## config.mk

```make
export PLATFORM = sky130hd
export DESIGN_NAME = id_ex_stage_flat
export DESIGN_NICKNAME = d
export VERILOG_FILES = /design/src/rtl/id_ex_if.sv /design/src/rtl/id_ex_stage.sv /design/src/flat_wrapper.sv
export SDC_FILE = /design/constraint.sdc
export NUM_CORES = 1
export LEC_CHECK = 0
export ABC_AREA = 1
export CAP_MARGIN = 20
export CORE_MARGIN = 1
export CORE_UTILIZATION = 35
export DETAILED_ROUTE_END_ITERATION = 12
export HOLD_SLACK_MARGIN = 0.06
export PLACE_DENSITY = 0.68
export SLEW_MARGIN = 20
export SYNTH_ARGS = -nofsm -noshare
export SYNTH_HDL_FRONTEND = slang
export SYNTH_SLANG_ARGS = --single-unit
```

## constraint.sdc

```tcl
create_clock -name clk -period 2.8 [get_ports clk]
set_input_delay 0.28 -clock clk [delete_from_list [all_inputs] [get_ports clk]]
set_output_delay 0.28 -clock clk [all_outputs]
set_load 0.02 [all_outputs]
```

## src/rtl/id_ex_if.sv

```systemverilog
// Decode/writeback/control inputs and execute-stage outputs of the ID/EX pipeline register.
// The master side (decode logic) drives the inputs, and the stage implements the slave side.
interface id_ex_if #(
    parameter int XLEN   = 32,
    parameter int CTRL_W = 16,
    parameter int CNT_W  = 32
);
    logic              valid_d;
    logic [XLEN-1:0]   pc_d;
    logic [4:0]        rs1_d;
    logic [4:0]        rs2_d;
    logic              uses_rs1_d;
    logic              uses_rs2_d;
    logic [4:0]        rd_d;
    logic              w_en_d;
    logic              mem_rd_d;
    logic [XLEN-1:0]   rs1_data_d;
    logic [XLEN-1:0]   rs2_data_d;
    logic [XLEN-1:0]   imm_d;
    logic [CTRL_W-1:0] ctrl_d;

    logic [4:0]        wb_idx_w;
    logic              w_en_w;
    logic [XLEN-1:0]   wb_data_w;

    logic              flush;
    logic              stall_ext;

    logic              valid_e;
    logic [XLEN-1:0]   pc_e;
    logic [4:0]        rs1_e;
    logic [4:0]        rs2_e;
    logic [4:0]        rd_e;
    logic              w_en_e;
    logic              mem_rd_e;
    logic [XLEN-1:0]   rs1_data_e;
    logic [XLEN-1:0]   rs2_data_e;
    logic [XLEN-1:0]   imm_e;
    logic [CTRL_W-1:0] ctrl_e;
    logic              stall_fd;
    logic [CNT_W-1:0]  stall_cnt;
    logic [CNT_W-1:0]  flush_cnt;

    modport master (
        output valid_d, pc_d, rs1_d, rs2_d, uses_rs1_d, uses_rs2_d, rd_d, w_en_d, mem_rd_d,
               rs1_data_d, rs2_data_d, imm_d, ctrl_d, wb_idx_w, w_en_w, wb_data_w,
               flush, stall_ext,
        input  valid_e, pc_e, rs1_e, rs2_e, rd_e, w_en_e, mem_rd_e, rs1_data_e, rs2_data_e,
               imm_e, ctrl_e, stall_fd, stall_cnt, flush_cnt
    );

    modport slave (
        input  valid_d, pc_d, rs1_d, rs2_d, uses_rs1_d, uses_rs2_d, rd_d, w_en_d, mem_rd_d,
               rs1_data_d, rs2_data_d, imm_d, ctrl_d, wb_idx_w, w_en_w, wb_data_w,
               flush, stall_ext,
        output valid_e, pc_e, rs1_e, rs2_e, rd_e, w_en_e, mem_rd_e, rs1_data_e, rs2_data_e,
               imm_e, ctrl_e, stall_fd, stall_cnt, flush_cnt
    );
endinterface

```

## src/rtl/id_ex_stage.sv

```systemverilog
// ID/EX pipeline register with load-use bubble insertion, branch flush, external freeze,
// writeback-to-decode operand bypass, and stall/flush event counters.
module id_ex_stage #(
    parameter int XLEN   = 32,
    parameter int CTRL_W = 16,
    parameter int CNT_W  = 32
) (
    input  logic   clk,
    input  logic   rst,
    id_ex_if.slave bus
);
    typedef struct packed {
        logic              valid;
        logic [XLEN-1:0]   pc;
        logic [4:0]        rs1;
        logic [4:0]        rs2;
        logic [4:0]        rd;
        logic              w_en;
        logic              mem_rd;
        logic [XLEN-1:0]   rs1_data;
        logic [XLEN-1:0]   rs2_data;
        logic [XLEN-1:0]   imm;
        logic [CTRL_W-1:0] ctrl;
    } ex_t;

    typedef enum logic [1:0] {ACT_HOLD, ACT_FLUSH, ACT_BUBBLE, ACT_LOAD} act_t;

    ex_t              ex_q;
    ex_t              ex_load;
    act_t             act;
    logic             luh;
    logic             wb_hit1;
    logic             wb_hit2;
    logic [CNT_W-1:0] stall_cnt_q;
    logic [CNT_W-1:0] flush_cnt_q;

    // A load whose rd is still in execute cannot be forwarded yet, so a reader must wait a cycle.
    assign luh = ex_q.valid & ex_q.mem_rd & ex_q.w_en & bus.valid_d &
                 ((bus.uses_rs1_d & (bus.rs1_d == ex_q.rd)) |
                  (bus.uses_rs2_d & (bus.rs2_d == ex_q.rd)));

    assign wb_hit1 = bus.w_en_w & (bus.wb_idx_w != 5'd0) & (bus.wb_idx_w == bus.rs1_d);
    assign wb_hit2 = bus.w_en_w & (bus.wb_idx_w != 5'd0) & (bus.wb_idx_w == bus.rs2_d);

    always_comb begin
        act = ACT_LOAD;
        if (bus.stall_ext)  act = ACT_HOLD;
        else if (bus.flush) act = ACT_FLUSH;
        else if (luh)       act = ACT_BUBBLE;
    end

    always_comb begin
        ex_load          = '0;
        ex_load.valid    = bus.valid_d;
        ex_load.pc       = bus.pc_d;
        ex_load.rs1      = bus.uses_rs1_d ? bus.rs1_d : 5'd0;
        ex_load.rs2      = bus.uses_rs2_d ? bus.rs2_d : 5'd0;
        ex_load.rd       = bus.rd_d;
        ex_load.w_en     = bus.valid_d & bus.w_en_d & (bus.rd_d != 5'd0);
        ex_load.mem_rd   = bus.valid_d & bus.mem_rd_d;
        ex_load.rs1_data = wb_hit1 ? bus.wb_data_w : bus.rs1_data_d;
        ex_load.rs2_data = wb_hit2 ? bus.wb_data_w : bus.rs2_data_d;
        ex_load.imm      = bus.imm_d;
        ex_load.ctrl     = bus.ctrl_d;
    end

    always_ff @(posedge clk) begin
        if (rst) begin
            ex_q        <= '0;
            stall_cnt_q <= '0;
            flush_cnt_q <= '0;
        end else begin
            case (act)
                ACT_HOLD: ;
                ACT_FLUSH: begin
                    ex_q        <= '0;
                    flush_cnt_q <= flush_cnt_q + CNT_W'(1);
                end
                ACT_BUBBLE: begin
                    ex_q        <= '0;
                    stall_cnt_q <= stall_cnt_q + CNT_W'(1);
                end
                default: ex_q <= ex_load;
            endcase
        end
    end

    // Deliberately independent of the writeback port so the bypass never lengthens this path.
    assign bus.stall_fd   = bus.stall_ext | (~bus.flush & luh);

    assign bus.valid_e    = ex_q.valid;
    assign bus.pc_e       = ex_q.pc;
    assign bus.rs1_e      = ex_q.rs1;
    assign bus.rs2_e      = ex_q.rs2;
    assign bus.rd_e       = ex_q.rd;
    assign bus.w_en_e     = ex_q.w_en;
    assign bus.mem_rd_e   = ex_q.mem_rd;
    assign bus.rs1_data_e = ex_q.rs1_data;
    assign bus.rs2_data_e = ex_q.rs2_data;
    assign bus.imm_e      = ex_q.imm;
    assign bus.ctrl_e     = ex_q.ctrl;
    assign bus.stall_cnt  = stall_cnt_q;
    assign bus.flush_cnt  = flush_cnt_q;
endmodule

```

## src/flat_wrapper.sv

```systemverilog
// flat-port wrapper written by rule: the top's interface ports become plain ports
module id_ex_stage_flat 
#(
    parameter int XLEN   = 32,
    parameter int CTRL_W = 16,
    parameter int CNT_W  = 32
)
  (clk, rst, bus_valid_d, bus_pc_d, bus_rs1_d, bus_rs2_d, bus_uses_rs1_d, bus_uses_rs2_d, bus_rd_d, bus_w_en_d, bus_mem_rd_d, bus_rs1_data_d, bus_rs2_data_d, bus_imm_d, bus_ctrl_d, bus_wb_idx_w, bus_w_en_w, bus_wb_data_w, bus_flush, bus_stall_ext, bus_valid_e, bus_pc_e, bus_rs1_e, bus_rs2_e, bus_rd_e, bus_w_en_e, bus_mem_rd_e, bus_rs1_data_e, bus_rs2_data_e, bus_imm_e, bus_ctrl_e, bus_stall_fd, bus_stall_cnt, bus_flush_cnt);
  id_ex_if #(.XLEN(XLEN), .CTRL_W(CTRL_W), .CNT_W(CNT_W)) bus_i ();
  input  logic clk;
  input  logic rst;
  input wire logic [$bits(bus_i.valid_d)-1:0] bus_valid_d;
  input wire logic [$bits(bus_i.pc_d)-1:0] bus_pc_d;
  input wire logic [$bits(bus_i.rs1_d)-1:0] bus_rs1_d;
  input wire logic [$bits(bus_i.rs2_d)-1:0] bus_rs2_d;
  input wire logic [$bits(bus_i.uses_rs1_d)-1:0] bus_uses_rs1_d;
  input wire logic [$bits(bus_i.uses_rs2_d)-1:0] bus_uses_rs2_d;
  input wire logic [$bits(bus_i.rd_d)-1:0] bus_rd_d;
  input wire logic [$bits(bus_i.w_en_d)-1:0] bus_w_en_d;
  input wire logic [$bits(bus_i.mem_rd_d)-1:0] bus_mem_rd_d;
  input wire logic [$bits(bus_i.rs1_data_d)-1:0] bus_rs1_data_d;
  input wire logic [$bits(bus_i.rs2_data_d)-1:0] bus_rs2_data_d;
  input wire logic [$bits(bus_i.imm_d)-1:0] bus_imm_d;
  input wire logic [$bits(bus_i.ctrl_d)-1:0] bus_ctrl_d;
  input wire logic [$bits(bus_i.wb_idx_w)-1:0] bus_wb_idx_w;
  input wire logic [$bits(bus_i.w_en_w)-1:0] bus_w_en_w;
  input wire logic [$bits(bus_i.wb_data_w)-1:0] bus_wb_data_w;
  input wire logic [$bits(bus_i.flush)-1:0] bus_flush;
  input wire logic [$bits(bus_i.stall_ext)-1:0] bus_stall_ext;
  output wire logic [$bits(bus_i.valid_e)-1:0] bus_valid_e;
  output wire logic [$bits(bus_i.pc_e)-1:0] bus_pc_e;
  output wire logic [$bits(bus_i.rs1_e)-1:0] bus_rs1_e;
  output wire logic [$bits(bus_i.rs2_e)-1:0] bus_rs2_e;
  output wire logic [$bits(bus_i.rd_e)-1:0] bus_rd_e;
  output wire logic [$bits(bus_i.w_en_e)-1:0] bus_w_en_e;
  output wire logic [$bits(bus_i.mem_rd_e)-1:0] bus_mem_rd_e;
  output wire logic [$bits(bus_i.rs1_data_e)-1:0] bus_rs1_data_e;
  output wire logic [$bits(bus_i.rs2_data_e)-1:0] bus_rs2_data_e;
  output wire logic [$bits(bus_i.imm_e)-1:0] bus_imm_e;
  output wire logic [$bits(bus_i.ctrl_e)-1:0] bus_ctrl_e;
  output wire logic [$bits(bus_i.stall_fd)-1:0] bus_stall_fd;
  output wire logic [$bits(bus_i.stall_cnt)-1:0] bus_stall_cnt;
  output wire logic [$bits(bus_i.flush_cnt)-1:0] bus_flush_cnt;
  assign bus_i.valid_d = bus_valid_d;
  assign bus_i.pc_d = bus_pc_d;
  assign bus_i.rs1_d = bus_rs1_d;
  assign bus_i.rs2_d = bus_rs2_d;
  assign bus_i.uses_rs1_d = bus_uses_rs1_d;
  assign bus_i.uses_rs2_d = bus_uses_rs2_d;
  assign bus_i.rd_d = bus_rd_d;
  assign bus_i.w_en_d = bus_w_en_d;
  assign bus_i.mem_rd_d = bus_mem_rd_d;
  assign bus_i.rs1_data_d = bus_rs1_data_d;
  assign bus_i.rs2_data_d = bus_rs2_data_d;
  assign bus_i.imm_d = bus_imm_d;
  assign bus_i.ctrl_d = bus_ctrl_d;
  assign bus_i.wb_idx_w = bus_wb_idx_w;
  assign bus_i.w_en_w = bus_w_en_w;
  assign bus_i.wb_data_w = bus_wb_data_w;
  assign bus_i.flush = bus_flush;
  assign bus_i.stall_ext = bus_stall_ext;
  assign bus_valid_e = bus_i.valid_e;
  assign bus_pc_e = bus_i.pc_e;
  assign bus_rs1_e = bus_i.rs1_e;
  assign bus_rs2_e = bus_i.rs2_e;
  assign bus_rd_e = bus_i.rd_e;
  assign bus_w_en_e = bus_i.w_en_e;
  assign bus_mem_rd_e = bus_i.mem_rd_e;
  assign bus_rs1_data_e = bus_i.rs1_data_e;
  assign bus_rs2_data_e = bus_i.rs2_data_e;
  assign bus_imm_e = bus_i.imm_e;
  assign bus_ctrl_e = bus_i.ctrl_e;
  assign bus_stall_fd = bus_i.stall_fd;
  assign bus_stall_cnt = bus_i.stall_cnt;
  assign bus_flush_cnt = bus_i.flush_cnt;
  id_ex_stage #(.XLEN(XLEN), .CTRL_W(CTRL_W), .CNT_W(CNT_W)) u_core (.clk(clk), .rst(rst), .bus(bus_i));
endmodule
```

Word level (Yosys, flattened, before mapping)
Cells that the tools add are included.
{"block": "totals", "register_bits": 226, "latchBits": 0, "ramBits": 0, "rom_bits": 0, "output_inout_bits": 227, "word_cells": 49, "n_memories": 0}
{"block": "classes", "add_sub_neg": 2, "mul": 0, "n_div": 0, "magnitude_cmp": 0, "n_eq_ne": 6, "shift": 0, "mux": 8, "n_bitwise": 16, "n_reduce_logical": 4}
{"cell": "one-hot mux 162 bit (2 select lines)", "count": 1}
{"cell": "adder 32 x 1 -> 32 bit (second input constant)", "count": 2}
{"cell": "two-way mux 32 bit", "count": 2}
{"cell": "== test 5 bit", "count": 4}
{"cell": "bitwise AND 1 bit", "count": 13}
{"cell": "two-way mux 5 bit", "count": 2}
{"cell": "nonzero test 5 bit", "count": 2}
{"cell": "two-way mux 2 bit", "count": 2}
{"cell": "== test 2 x 1 -> 1 bit (second input constant)", "count": 1}
{"cell": "== test 2 bit (second input constant)", "count": 1}
{"cell": "zero test 2 bit", "count": 1}
{"cell": "OR 1 bit", "count": 2}
{"cell": "OR reduction 2 bit", "count": 1}
{"cell": "two-way mux 1 bit", "count": 1}
{"cell": "NOT 1 bit", "count": 1}

Depth between registers and ports, before layout
{"block": "depth", "depth_word": 10, "depth_mapped": 20, "mapped_depth_nobuf": 19}

Worst setup path before layout
OpenSTA, ideal clock, no wires.
{"block": "synth_path", "kind": "reg2reg", "startpoint": "reg u_core.ex_q, in the netlist u_core.bus.rd_e[2]", "endpoint": "reg u_core.stall_cnt_q[27], in the netlist u_core.bus.stall_cnt[27]", "arrival_time_ns": 2.199, "t_required_ns": 2.687, "setup_slack_ns": 0.488, "stages_incl_launch_ff": 20, "n_path_buf": 1, "synth_period_minus_slack_ns": 2.312, "cell_sequence": "dfxtp_1 inv_1 nand2_1 o21ai_0 nor3b_1 nand4_1 nand2_1 nand2_1 nand2_1 ha_1 buf_4 nand2_1 nor2_4 nand2_1 nor2_2 nand3_2 nor2_1 nand2_1 nand2_1 nor2_1"}
{"block": "synth_between", "elab_chain_len": 8, "word_cells_on_any_way": 10, "classes_between": "3 x eq/ne; 3 x mux; 4 x bitwise"}
{"item": "start: declaration", "line_no": "id_ex_stage.sv:28", "source": "ex_t ex_q;"}
{"item": "start signal: assignment", "line_no": "id_ex_stage.sv:83", "source": "default: ex_q <= ex_load;"}
{"item": "== test 5 bit, on equally long branches", "line_no": "id_ex_stage.sv:39, id_ex_stage.sv:40"}
{"item": "bitwise AND 1 bit, on equally long branches", "line_no": "id_ex_stage.sv:39, id_ex_stage.sv:40"}
{"item": "OR 1 bit (*)", "line_no": "id_ex_stage.sv:39", "source": "((bus.uses_rs1_d & (bus.rs1_d == ex_q.rd)) |"}
{"item": "bitwise AND 1 bit (*)", "line_no": "id_ex_stage.sv:38", "source": "assign luh = ex_q.valid & ex_q.mem_rd & ex_q.w_en & bus.valid_d &"}
{"item": "two-way mux 1 bit (*)", "line_no": "id_ex_stage.sv:49", "source": "else if (luh) act = ACT_BUBBLE;"}
{"item": "two-way mux 2 bit (*)", "line_no": "id_ex_stage.sv:48", "source": "else if (bus.flush) act = ACT_FLUSH;"}
{"item": "two-way mux 2 bit (*)", "line_no": "id_ex_stage.sv:47", "source": "if (bus.stall_ext) act = ACT_HOLD;"}
{"item": "== test 2 bit (*)", "line_no": "id_ex_stage.sv:73", "source": "case (act)"}
{"item": "end signal: assignment", "line_no": "id_ex_stage.sv:81", "source": "stall_cnt_q <= stall_cnt_q + CNT_W'(1);"}
{"item": "end: declaration", "line_no": "id_ex_stage.sv:34", "source": "logic [CNT_W-1:0] stall_cnt_q;"}
Every way passes the cells marked *; elsewhere a longest branch is shown, timed or not.
A chain may end at the register's enable or synchronous reset.

Worst setup path after layout
{"block": "layout_path", "startpoint": "reg u_core.ex_q, in the netlist u_core.bus.rd_e[2]", "endpoint": "reg u_core.stall_cnt_q[26], in the netlist u_core.bus.stall_cnt[26]"}
The elaborated chain is that of the path after synthesis.

==> impl_metrics.json <==
{
  "route.detailed.drc": 0,
  "cts_buffers": 26,
  "clock_sinks": 226,
  "min_from": "bus_pc_d[28]",
  "num_rows": 62,
  "irDropWorstVdd_mv": 0.443,
  "pre_cts_ws_ns": -0.0538,
  "antenna_found_initial": 3,
  "worstHoldPathType": "primary input to flop",
  "dieArea_um2": 30300,
  "maxCapViolCount": 0,
  "path_clk_slew_ns": 0.06,
  "hold_viol": 0,
  "most-common-layout-cells": "nand2_1 (438), clkdlybuf4s50_1 (430), dfxtp_1 (225)",
  "hold_slack_ns": 0.302,
  "instances_no_fill": 2336,
  "cp_data_required_time_ns": 3.21,
  "cp.arrival_ns": 2.93,
  "fillers": 2761,
  "gp_congestion": 0.886,
  "criticalPathCategory": "flop to flop",
  "wl_per_cell_um": 15.7,
  "r2r-start": "u_core.bus.rd_e[2]",
  "wirelength_mm": 36.8,
  "max_freq_mhz": 398,
  "leakagePower_nw": 6.32,
  "grt_max_degree": 188,
  "grt_pass1_vias": 10900,
  "dp_hpwl_mm": 26.5,
  "postRouteAntennaNets": 0,
  "yosysSeqAreaShare_pct": 43.7,
  "die_w_um": 174,
  "grt_pass1_wl_mm": 57.9,
  "syn-instance-count": 1510,
  "dpl_cell_area_um2": 15200,
  "core_region_area_um2": 28900,
  "placed_cells": 2287,
  "htreeDepth": 1,
  "max-slew-margin-rel_pct": 41.0,
  "syn_to_final_growth_pct": 55.1,
  "syn_nets": 1720,
  "via_count": 11400,
  "clockRootBuffer": "clkbuf_16",
  "grt_overflow": 0,
  "async_flop_share_pct": 0,
  "ys_seq_elements": 226,
  "status": "finished, final reports clean",
  "cp-startpoint": "u_core.bus.rd_e[2]",
  "worst_pin_slew_ns": 0.885,
  "crit_fanout": 7,
  "synth_area_um2": 10300,
  "cp-start-kind": "flop",
  "ioPinCount": 433,
  "cp-end-kind": "flop",
  "worst_slack_ns": 0.287,
  "drtIter0Drc": 728,
  "period_minus_slack_ns": 2.51,
  "avgViaCountPerCell": 4.89,
  "grtUsageTotal_pct": 23.5,
  "drive_gt1_share_pct": 5.85,
  "fin_crit_sh_pct": 89.7,
  "synth-edff-count": 0,
  "ys_types": 37,
  "maxSlewViolCount": 0,
  "dr.pass1.iters": 6,
  "io_buffers": 432,
  "ys.flop_type": "dfxtp_1",
  "ys_warn_count": 0,
  "cts_tree": "done",
  "layout_commonest_cell": "nand2_1",
  "setup_viol": 0,
  "power.total_mw": 8.00,
  "initial_core_util_pct": 35.9,
  "final_area_um2": 16000,
  "rsz0062_at_grt": "false",
  "fin_nets": 2141,
  "clock_latency_ns": 0.53,
  "clk_path_buf_depth": 3,
  "power.density_nw_per_um2": 499,
  "avgSynthCellArea_um2": 6.85,
  "die_y_um": 174,
  "post_cts_buffers": 0,
  "finClkSkew_ns": 0.0202
}
[routing by layer]
| metal | part of all wire, % | global-route usage, % |
|---|---|---|
| met3 | 8.1 | 4.88 |
| met1 | 39 | 28.3 |
| met5 | 0 | 0 |
| met2 | 47 | 39.5 |
| met4 | 5.4 | 12.1 |
[Yosys cell counts, drive strengths merged (2+ instances only)]
cell    number  area, um2
and3         2       12.5
o21ai       27        135
nand2      444       1690
buf         45        238
o22ai        4       25.0
inv        179        672
xor2        11       96.3
nand3b       2       15.0
ha           4       50.1
nor3        20        131
o21a         3       22.5
nand3      141        721
nor2       109        487
clkbuf      36        135
a21oi      195        976
nand4       44        275
xnor2        6       52.6
dfxtp      226       4520
nor3b        7       57.6
[cell type report]
type                    instances  area [um2]  share of cell area (%)
clock buffers                  45         803                    5.01
flip-flops and latches        226        4530                    28.2
multi-input cells            1024        4800                    29.9
diodes                          3        7.51                  0.0468
clock inverters                 1        5.00                  0.0312
inverters                     179         672                    4.19
repair buffers                474        4750                    29.6
well taps                     384         480                    2.99
[sequential cells by signal (all words and copies together), names as in the netlist]
name                   count
u_core.bus.pc_e           32
u_core.bus.flush_cnt      32
u_core.bus.mem_rd_e        1
u_core.bus.rs1_e           5
u_core.bus.valid_e         1
u_core.bus.rd_e            5
u_core.bus.rs1_data_e     32
u_core.bus.rs2_e           5
u_core.bus.rs2_data_e     32
u_core.bus.imm_e          32
u_core.bus.ctrl_e         16
u_core.bus.w_en_e          1
u_core.bus.stall_cnt      32
[per-stage QoR]
stage | util (%) | setup TNS [ns]
floorplan | - | 0
global placement | 52.8 | -0.0125
detailed placement | 52.8 | -0.177
CTS | 55.6 | 0
global route | 55.6 | 0
finish | 55.6 | 0
[kinds of logic after synthesis]
| group | synth area share [%] |
|---|---|
| buffers and inverters | 10.1 |
| DFF | 43.7 |
| AOI/OAI and AO/OA | 11.4 |
| adders and majority gates | 0.484 |
| and+or+nand+nor | 32.8 |
| xor gates and xnor gates | 1.44 |
[where the power goes]
part	switching, mW	internal, mW
combinational	0.696	0.657
clock	1.31	1.92
sequential	0.0708	3.34
total	2.08	5.92
[repair_timing]
| action | CTS | global route |
|---|---|---|
| hold buffers | 0 | 0 |
| endpoints found under the setup margin | 1 | 4 |
| resized for setup | 1 | 2 |
[worst paths after layout]
| path | to | slack, ns | cells after the start |
|---|---|---|---|
| setup / recovery | u_core.bus.stall_cnt[26] | 0.29 | 18 |
| hold / removal | u_core.bus.pc_e[28] | 0.30 | 3 |
| setup reg to reg | u_core.bus.stall_cnt[26] | 0.29 | 18 |
| hold reg to reg | u_core.bus.imm_e[12] | 0.46 | 2 |
[critical path, stage by stage (launching register included)]
cell and delay, ns:
dfxtp_2 0.36, inv_1 0.09, nand2_1 0.07, o21ai_0 0.07
nor3b_1 0.20, nand4_1 0.12, nand2_1 0.11, nand2_1 0.09
nand2_1 0.14, ha_1 0.23, inv_2 0.07, nor2_4 0.15
nand2_1 0.09, inv_1 0.09, nand2_2 0.08, nor2_4 0.16
nand2_1 0.10, nor2_1 0.11, nor2_1 0.06
Note: power is estimated with default switching activity, not from simulation.
